<file path="src/rtl/dm_access_unit_if.sv">
// ============================================================================
// dm_access_unit_if : request/response and data-memory signal bundle for dm_access_unit
// Rev 1.0
// ============================================================================
`default_nettype none

interface dm_access_unit_if;
  logic        req_valid;
  logic        req_ready;
  logic        req_write;
  logic [1:0]  req_size;
  logic        req_signed;
  logic [31:0] req_addr;
  logic [31:0] req_wdata;
  logic        resp_valid;
  logic [31:0] resp_rdata;
  logic        resp_err;
  logic        mem_we;
  logic [31:0] mem_addr;
  logic [31:0] mem_wd;
  logic [31:0] mem_rd;

  // Unit side: takes requests, drives the DM.
  modport slave (
    input  req_valid, req_write, req_size, req_signed, req_addr, req_wdata, mem_rd,
    output req_ready, resp_valid, resp_rdata, resp_err, mem_we, mem_addr, mem_wd
  );

  // Environment side: core issuing requests plus the DM itself.
  modport master (
    output req_valid, req_write, req_size, req_signed, req_addr, req_wdata, mem_rd,
    input  req_ready, resp_valid, resp_rdata, resp_err, mem_we, mem_addr, mem_wd
  );
endinterface

`default_nettype wire

</file>
<file path="src/rtl/dm_access_unit.sv">
// ============================================================================
// dm_access_unit : byte/half/word load-store unit for a word-addressed data memory
// Optional: MISALIGN_TRAP_EN turns misaligned half/word accesses into errors.
// Rev 1.0
// ============================================================================
`default_nettype none

module dm_access_unit #(
  parameter int          DEPTH    = 100,
  parameter logic [31:0] ERR_CODE = 32'hDEAD
) (
  input  wire logic        clk,
  input  wire logic        rst,
  dm_access_unit_if.slave  bus
);

  typedef enum logic [1:0] {
    S_IDLE = 2'd0,
    S_RD   = 2'd1,
    S_WR   = 2'd2,
    S_RESP = 2'd3
  } state_t;

  state_t      state_q;
  logic        write_q;
  logic [1:0]  size_q;
  logic        signed_q;
  logic [1:0]  off_q;
  logic [15:0] wdata_q;

  logic        req_ready_q;
  logic        resp_valid_q;
  logic [31:0] resp_rdata_q;
  logic        resp_err_q;
  logic        mem_we_q;
  logic [31:0] mem_addr_q;
  logic [31:0] mem_wd_q;

  logic [29:0] idx_d;
  logic        acc_err_d;
  logic [1:0]  off_d;
  logic [31:0] load_d;
  logic [31:0] merge_d;
  logic [7:0]  rd_byte_d;
  logic [15:0] rd_half_d;
  logic [4:0]  shamt_d;

  always_comb begin
    idx_d     = bus.req_addr[31:2];
    acc_err_d = ({2'b00, idx_d} >= 32'(DEPTH)) || (bus.req_size == 2'b11);
`ifdef MISALIGN_TRAP_EN
    if ((bus.req_size == 2'b01 && bus.req_addr[0]) ||
        (bus.req_size == 2'b10 && bus.req_addr[1:0] != 2'b00))
      acc_err_d = 1'b1;
`endif
    // Without trapping, misaligned low bits are simply dropped.
    case (bus.req_size)
      2'b00:   off_d = bus.req_addr[1:0];
      2'b01:   off_d = {bus.req_addr[1], 1'b0};
      default: off_d = 2'b00;
    endcase
  end

  always_comb begin
    shamt_d   = {off_q, 3'b000};
    rd_byte_d = 8'(bus.mem_rd >> shamt_d);
    rd_half_d = 16'(bus.mem_rd >> shamt_d);
    case (size_q)
      2'b00:   load_d = signed_q ? {{24{rd_byte_d[7]}}, rd_byte_d} : {24'b0, rd_byte_d};
      2'b01:   load_d = signed_q ? {{16{rd_half_d[15]}}, rd_half_d} : {16'b0, rd_half_d};
      default: load_d = bus.mem_rd;
    endcase
    if (size_q == 2'b00)
      merge_d = (bus.mem_rd & ~(32'h0000_00FF << shamt_d)) | ({24'b0, wdata_q[7:0]} << shamt_d);
    else
      merge_d = (bus.mem_rd & ~(32'h0000_FFFF << shamt_d)) | ({16'b0, wdata_q} << shamt_d);
  end

  always_ff @(posedge clk or posedge rst) begin
    if (rst) begin
      state_q      <= S_IDLE;
      write_q      <= 1'b0;
      size_q       <= 2'b00;
      signed_q     <= 1'b0;
      off_q        <= 2'b00;
      wdata_q      <= 16'h0;
      req_ready_q  <= 1'b1;
      resp_valid_q <= 1'b0;
      resp_rdata_q <= 32'h0;
      resp_err_q   <= 1'b0;
      mem_we_q     <= 1'b0;
      mem_addr_q   <= 32'h0;
      mem_wd_q     <= 32'h0;
    end else begin
      case (state_q)
        S_IDLE: begin
          if (bus.req_valid) begin
            write_q     <= bus.req_write;
            size_q      <= bus.req_size;
            signed_q    <= bus.req_signed;
            off_q       <= off_d;
            wdata_q     <= bus.req_wdata[15:0];
            req_ready_q <= 1'b0;
            if (acc_err_d) begin
              resp_valid_q <= 1'b1;
              resp_err_q   <= 1'b1;
              resp_rdata_q <= ERR_CODE;
              state_q      <= S_RESP;
            end else begin
              mem_addr_q <= {2'b00, idx_d};
              if (bus.req_write && bus.req_size == 2'b10) begin
                mem_we_q <= 1'b1;
                mem_wd_q <= bus.req_wdata;
                state_q  <= S_WR;
              end else begin
                state_q  <= S_RD;
              end
            end
          end
        end
        S_RD: begin
          if (write_q) begin
            mem_we_q <= 1'b1;
            mem_wd_q <= merge_d;
            state_q  <= S_WR;
          end else begin
            resp_valid_q <= 1'b1;
            resp_err_q   <= 1'b0;
            resp_rdata_q <= load_d;
            state_q      <= S_RESP;
          end
        end
        S_WR: begin
          mem_we_q     <= 1'b0;
          resp_valid_q <= 1'b1;
          resp_err_q   <= 1'b0;
          resp_rdata_q <= 32'h0;
          state_q      <= S_RESP;
        end
        S_RESP: begin
          resp_valid_q <= 1'b0;
          req_ready_q  <= 1'b1;
          state_q      <= S_IDLE;
        end
        default: state_q <= S_IDLE;
      endcase
    end
  end

  assign bus.req_ready  = req_ready_q;
  assign bus.resp_valid = resp_valid_q;
  assign bus.resp_rdata = resp_rdata_q;
  assign bus.resp_err   = resp_err_q;
  assign bus.mem_we     = mem_we_q;
  assign bus.mem_addr   = mem_addr_q;
  assign bus.mem_wd     = mem_wd_q;

endmodule

`default_nettype wire

</file>
<file path="src/flat_wrapper.sv">
// flat-port wrapper written by rule: the top's interface ports become plain ports
module dm_access_unit_flat 
#(
  parameter int          DEPTH    = 100,
  parameter logic [31:0] ERR_CODE = 32'hDEAD
)
  (clk, rst, bus_req_valid, bus_req_write, bus_req_size, bus_req_signed, bus_req_addr, bus_req_wdata, bus_mem_rd, bus_req_ready, bus_resp_valid, bus_resp_rdata, bus_resp_err, bus_mem_we, bus_mem_addr, bus_mem_wd);
  dm_access_unit_if bus_i ();
  input  wire logic clk;
  input  wire logic rst;
  input wire logic [$bits(bus_i.req_valid)-1:0] bus_req_valid;
  input wire logic [$bits(bus_i.req_write)-1:0] bus_req_write;
  input wire logic [$bits(bus_i.req_size)-1:0] bus_req_size;
  input wire logic [$bits(bus_i.req_signed)-1:0] bus_req_signed;
  input wire logic [$bits(bus_i.req_addr)-1:0] bus_req_addr;
  input wire logic [$bits(bus_i.req_wdata)-1:0] bus_req_wdata;
  input wire logic [$bits(bus_i.mem_rd)-1:0] bus_mem_rd;
  output wire logic [$bits(bus_i.req_ready)-1:0] bus_req_ready;
  output wire logic [$bits(bus_i.resp_valid)-1:0] bus_resp_valid;
  output wire logic [$bits(bus_i.resp_rdata)-1:0] bus_resp_rdata;
  output wire logic [$bits(bus_i.resp_err)-1:0] bus_resp_err;
  output wire logic [$bits(bus_i.mem_we)-1:0] bus_mem_we;
  output wire logic [$bits(bus_i.mem_addr)-1:0] bus_mem_addr;
  output wire logic [$bits(bus_i.mem_wd)-1:0] bus_mem_wd;
  assign bus_i.req_valid = bus_req_valid;
  assign bus_i.req_write = bus_req_write;
  assign bus_i.req_size = bus_req_size;
  assign bus_i.req_signed = bus_req_signed;
  assign bus_i.req_addr = bus_req_addr;
  assign bus_i.req_wdata = bus_req_wdata;
  assign bus_i.mem_rd = bus_mem_rd;
  assign bus_req_ready = bus_i.req_ready;
  assign bus_resp_valid = bus_i.resp_valid;
  assign bus_resp_rdata = bus_i.resp_rdata;
  assign bus_resp_err = bus_i.resp_err;
  assign bus_mem_we = bus_i.mem_we;
  assign bus_mem_addr = bus_i.mem_addr;
  assign bus_mem_wd = bus_i.mem_wd;
  dm_access_unit #(.DEPTH(DEPTH), .ERR_CODE(ERR_CODE)) u_core (.clk(clk), .rst(rst), .bus(bus_i));
endmodule
</file>
<file path="config.mk">
export PLATFORM = sky130hd
export DESIGN_NAME = dm_access_unit_flat
export DESIGN_NICKNAME = d
export VERILOG_FILES = /design/src/rtl/dm_access_unit_if.sv /design/src/rtl/dm_access_unit.sv /design/src/flat_wrapper.sv
export SDC_FILE = /design/constraint.sdc
export NUM_CORES = 1
export LEC_CHECK = 0
export CORE_UTILIZATION = 44
export CTS_BUF_LIST = sky130_fd_sc_hd__clkbuf_16
export CTS_CLUSTER_DIAMETER = 80
export DETAILED_ROUTE_END_ITERATION = 8
export MAX_ROUTING_LAYER = met4
export PLACE_DENSITY = 0.74
export SETUP_SLACK_MARGIN = 0.5
export SYNTH_ARGS = -nofsm -noshare
export SYNTH_HDL_FRONTEND = slang
export SYNTH_SLANG_ARGS = --single-unit
</file>
<file path="constraint.sdc">
create_clock -name clk -period 3.7 [get_ports clk]
set_input_delay 0.74 -clock clk [delete_from_list [all_inputs] [get_ports clk]]
set_output_delay 0.74 -clock clk [all_outputs]
set_load 0.05 [all_outputs]
</file>
==> qor.txt <==
status - finished clean
Logic pwr share - 59.0%
final worst-path cycle share - 73.0%
Vias/cell - 5.55
cell taking the most area after synthesis - dfrtp_1
HP Start - u_core.bus.req_ready
total of max-cap violations - 0
internal power - 4.96 mW
most used cell, CP - nor4_2
number of cells on the worst hold path - 2
gpl congestion - 0.910
final WL - 20.7 mm
worst skew pair latency - 0.42 ns
Clock transition at path regs - 0.06 ns
top cell type's share of synthesized area - 43.5%
flop and latch count out of synthesis - 122
crit-path cells - clkdlybuf4s50_1 -> nor4_2 -> nand4_2 -> nor4_2 -> a31oi_4 -> buf_4 -> mux2_4
CORE AREA - 15300 µm²
Area contributors post-synth - dfrtp_1 43%, mux2_4 12%, mux2_2 9.9%, a21oi_1 4.6%, mux2i_1 4.0%
Post-DP HPWL - 15.3 mm
clock group share of total power - 16.0%
Hold WC Path Type - flop to flop
initial detailed-routing violation count - 362
Worst EP arrival - 3.00 ns
area occupied by registers - 3050 µm²
Fmax - 0.370 GHz
Yosys cell types - 53
largest fanout on the critical path - 32
Rows - 45
Post-synth EDFFs - 0
Tmin final - 2.70 ns
fin nets - 907
final hold vios - 0
R2R depth - 7
Area growth, synth to finish - 38.3%
Most used DFF post-synth - dfrtp_1
Bufs on Longest Clock Path - 2
DR DRC count - 0
Fillers - 1238
Layout Skew - 0.00715 ns
slack of the worst reg-to-reg path - 1.05 ns
register share of total power - 25.0%
CTS buffer count - 17
Synth Cell Area - 6960 µm²
Leak Pwr - 4.31 nW
wire length per cell - 20.3 µm
crit path launch type - input pin
Multi-input gate area - 3560 µm²
CTS root buf - clkbuf_16
H-Tree Depth - 4
reg-to-reg startpoint - u_core.off_q[1]
PortBufs - 200
sw frac - 45.3%
Psw - 4.11 mW
vias in the first global route - 5661
cells after synthesis - 607
gr busiest metal - met2
DIE AREA - 16300 µm²
Antenna diodes - 0
CTS resizes - 0
commonest non-fill, non-tap cell in the layout - clkdlybuf4s50_1
PD cells - 943 nW/µm²
Rel. slew slack - 27.5%
grt met2 use - 40.2%
antenna violations before repair - 0
commonest cells after routing, fill and taps aside - 200 x clkdlybuf4s50_1, 121 x dfrtp_1, 64 x a21oi_1, 61 x mux2_2, 55 x mux2_4
DRT Pass-1 Iters - 5
CTS Hold Bufs - 0
Die H - 128 µm
WHS Endpoint - u_core.bus.req_ready
Async S/R FF share, synth - 100%
largest net degree at the start of global routing - 123
share of layout cells above drive strength 1 - 21.4%
boundary pin count - 203
final setup TNS - 0 ns
Post-Syn Area per Cell - 11.5 µm²
GRT overflow - 0
die width - 128 µm
M1 GR Usage - 36.0%
Critical Path Max Stage Delay - 0.46 ns
grt met3 use - 6.97%
Slew @ Worst Pin - 1.09 ns
Seq/Total Area, Yosys - 43.9%
Vias - 5651
RSZ-0062 raised after global routing - false
final setup fails - 0
global-route wire length before repair - 32.1 mm
CTS tree - done
slowest CP cell - clkdlybuf4s50_1
clock sink count - 122
CP Data Required Time - 4.00 ns
Crit. End Element - flop
Slew Limit Fails - 0
GRT Total Usage - 27.1%
Worst IR Drop VDD - 426 µV
initial core utilization - 45.5%
synth warn - 0
postcts setup bufs - 0
worst r2r dst - u_core.bus.mem_wd[22]
hold_ws - 0.476 ns
DRT antenna net count - 0
critical path type - input pin to flop
synthesized netlist by cell type (all sizes together) (2+ instances only):
| master | count |
|---|---|
| nand3 | 14 |
| a31oi | 8 |
| ha | 8 |
| a21o | 2 |
| o211a | 8 |
| o41ai | 2 |
| clkbuf | 18 |
| a21oi | 64 |
| o2bb2ai | 4 |
| nor2b | 35 |
| nor4 | 7 |
| a22o | 6 |
| mux2i | 28 |
| a222oi | 8 |
| a22oi | 8 |
| and3b | 2 |
| dfrtp | 121 |
| a221oi | 10 |
| mux2 | 116 |
| clkinv | 2 |
| o21ai | 9 |
| and2 | 2 |
| nor2 | 21 |
| inv | 29 |
| buf | 26 |
| nand2 | 24 |
| nor3 | 6 |
metrics by stage:
step                setup slack (ns)  instances  util [%]  instance area (µm²)  total power [mW]
finish                         0.999       1019      62.9                 9630              9.07
CTS                            0.994       1019      62.9                 9630              9.11
detailed placement             0.533        988      59.5                 9110              7.62
global route                   0.891       1019      62.9                 9630              9.54
floorplan                       1.39        608         -                 6970              6.14
global placement               0.655        988      59.5                 9110              7.52
worst max-delay path by stage:
stage,cells past startpoint,start,to
floorplan,5,bus_req_addr[9],u_core.bus.mem_addr[0]
global placement,7,bus_req_addr[10],u_core.bus.mem_wd[28]
detailed placement,7,bus_req_addr[10],u_core.bus.mem_wd[23]
CTS,7,bus_req_addr[10],u_core.bus.mem_wd[19]
global route,7,u_core.off_q[1],u_core.bus.mem_wd[22]
finish,7,bus_req_addr[10],u_core.bus.mem_wd[19]
worst max-delay path, delay by kind of cell:
| family | cells | cell delay, ns |
|---|---|---|
| AOI/OAI and AO/OA | 1 | 0.05 |
| buffers and inverters | 2 | 0.77 |
| muxes | 1 | 0.37 |
| and+or+nand+nor | 3 | 1.04 |
cells by family after synthesis:
logic type	after synthesis	share of synthesized area [%]
adders and majority gates	8	1.44
DFF	122	43.9
muxes	145	26.1
other	1	0.0539
AOI/OAI and AO/OA	138	14.0
buffers and inverters	75	5.27
and+or+nand+nor	118	9.31
registers in the layout, indices dropped and copies added (netlist names):
signal                 flops
u_core.bus.mem_addr       30
u_core.bus.mem_wd         32
u_core.bus.mem_we          1
u_core.bus.req_ready       1
u_core.bus.resp_err        1
u_core.bus.resp_rdata     32
u_core.bus.resp_valid      1
u_core.off_q               2
u_core.signed_q            1
u_core.size_q              2
u_core.state_q             2
u_core.wdata_q            16
u_core.write_q             1
power by group through the flow:
stage | logic [mW] | clock network [mW] | registers [mW]
after floorplan | 2.75 | 0 | 3.40
after global placement | 5.27 | 0 | 2.25
after detailed placement | 5.35 | 0 | 2.27
after CTS | 5.37 | 1.48 | 2.26
after global routing | 5.67 | 1.54 | 2.33
final | 5.35 | 1.45 | 2.27
routing by layer:
metal,vias up,wire length [µm]
li1,2580,-
met1,2780,9230
met2,260,9410
met3,31,1610
met4,0,427
met5,-,0
area by class of cell:
type,instances,share of cell area [%]
Inverter,31,1.25
Sequential cell,122,31.7
Multi-Input combinational cell,411,37.0
Timing Repair Buffer,213,21.9
Clock inverter,14,0.884
Tap cell,211,2.74
Clock buffer,17,4.42
Note: power is estimated with default switching activity, not from simulation.
==> RTL edit, RTL diff (config.mk and constraints unchanged) <==
`DEPTH` is set to 100 in 2 places; all go to 50.
--- a/src/rtl/dm_access_unit.sv
+++ b/src/rtl/dm_access_unit.sv
@@ -8,3 +8,3 @@
 module dm_access_unit #(
-  parameter int          DEPTH    = 100,
+  parameter int          DEPTH    = 50,
   parameter logic [31:0] ERR_CODE = 32'hDEAD
--- a/src/flat_wrapper.sv
+++ b/src/flat_wrapper.sv
@@ -3,3 +3,3 @@
 #(
-  parameter int          DEPTH    = 100,
+  parameter int          DEPTH    = 50,
   parameter logic [31:0] ERR_CODE = 32'hDEAD
Check against the original RTL: not equivalent (a bounded check fails within 4 cycles, from zero or initial values and one cycle with rst high).
==> RTL edit against the unedited design <==
  * Count of clock-buffer cells in the layout did not move
  * Cell area hardly changed
  * Final cell count shrank 1.2%
  * Synthesized cell count up 1.2%
  * Sequential share of layout area barely moved
  * Register-to-register slack got worse by 0.34 ns
  * Synthesized area is 1.8% lower
  * Sequential cell count did not move
  * Total power up 1.5%
  * Critical endpoint is now u_core.bus.mem_wd[21]
  * Routed wire length is 3.1% higher
  * Setup slack got worse by 0.29 ns
  * Critical path type is now reg -> reg
==> RTL edit: results (changes against the unedited design) <==
status: "finished, final reports clean"
synth_fa_ha_area_share_pct: 1.46  # +0.026 points
clk_share_pct: 6.57  # +1.3 points
synth_common_cells: "121 x dfrtp_1, 86 x mux2_2, 71 x a21oi_1, 40 x nor2b_1, 31 x inv_1"
core_area_mm2: 0.0152  # -0.74%
synth.area.mux_share_pct: 24.9  # -1.1 points
synth.top_cells.by_area: "dfrtp_1 44%, mux2_2 14%, mux2_4 6.6%"
startpoint_type: "register"
drt_pass1_iterations: 9  # +4
drt_first_iter_violations: 444  # +23%
drive_above_1_share_pct: 21.0  # -0.41 points
combPwrFrac_pct: 55.9  # -3.1 points
viasPerCell: 5.73  # +3.4%
grt_pass1_wl_um: 33400  # +4.0%
p_int_w: 0.00517  # +4.2%
nonClkBufAreaFrac_pct: 22.3  # +0.40 points
grtUsageTotal_pct: 28.6  # +1.5 points
p_leak_nw: 4.29  # -0.39%
grt_start_max_net_pins: 60  # -51%
fin_nets: 917  # +1.1%
synth-compound-area-share_pct: 13.6  # -0.37 points
ir_drop_mv: 0.435  # +2.2%
cp.arrival_ns: 3.30  # +0.30 ns
grt_pass1_vias: 5949  # +5.1%
syn_inst: 614  # +1.2%
## RTL edit: changes by cell type after synthesis, moves of 5 or more
cell,unedited run,this run
mux2_4,55,30
nor4_2,5,0
a21oi_1,64,71
nor4_1,2,7
nand3_1,14,8
mux2i_1,28,23
buf_2,8,15
a22o_1,6,1
mux2_2,61,86
nor2b_1,35,40
## RTL edit: through the flow
step	hold slack, ns	worst slack (ns)
global placement	0.461	0.684
floorplan	0.497	1.30
CTS	0.477	0.828
detailed placement	0.461	0.636
global route	0.499	0.638
finish	0.476	0.705
## RTL edit: per-layer routing
metal | track usage, % | vias up | part of all wire, % | routed length [µm]
met1 | 36.4 | 2831 | 43 | 9170
li1 | - | 2598 | - | -
met3 | 8.90 | 36 | 8.9 | 1900
met2 | 43.5 | 310 | 46 | 9750
met5 | - | - | 0 | 0
met4 | 9.38 | 0 | 2.4 | 510
## RTL edit: final timing paths
| kind | depth (start not counted) | end | slack (ns) |
|---|---|---|---|
| max | 7 | u_core.bus.mem_wd[21] | 0.71 |
| min | 2 | u_core.bus.req_ready | 0.48 |
| max reg2reg | 7 | u_core.bus.mem_wd[21] | 0.71 |
| min reg2reg | 2 | u_core.bus.req_ready | 0.48 |
| max in group asynchronous | 3 | u_core.bus.req_ready | 2.17 |
| min in group asynchronous | 2 | u_core.bus.mem_addr[9] | 0.79 |
## RTL edit: critical path, stage by stage, from the launching register on
cell and delay, ns:
dfrtp_1 0.85, inv_1 0.09, buf_4 0.24, ha_1 0.30, mux2i_1 0.28, a222oi_1 0.67, a21oi_1 0.15, mux2_4 0.29
## RTL edit: logic make-up after synthesis
kind of cell,after synthesis
AO/OA/AOI/OAI,139
multiplexers,143
adder cells (fa/ha/maj),8
other,1
flip-flops,122
AND/OR/NAND/NOR,127
buffers and inverters,74
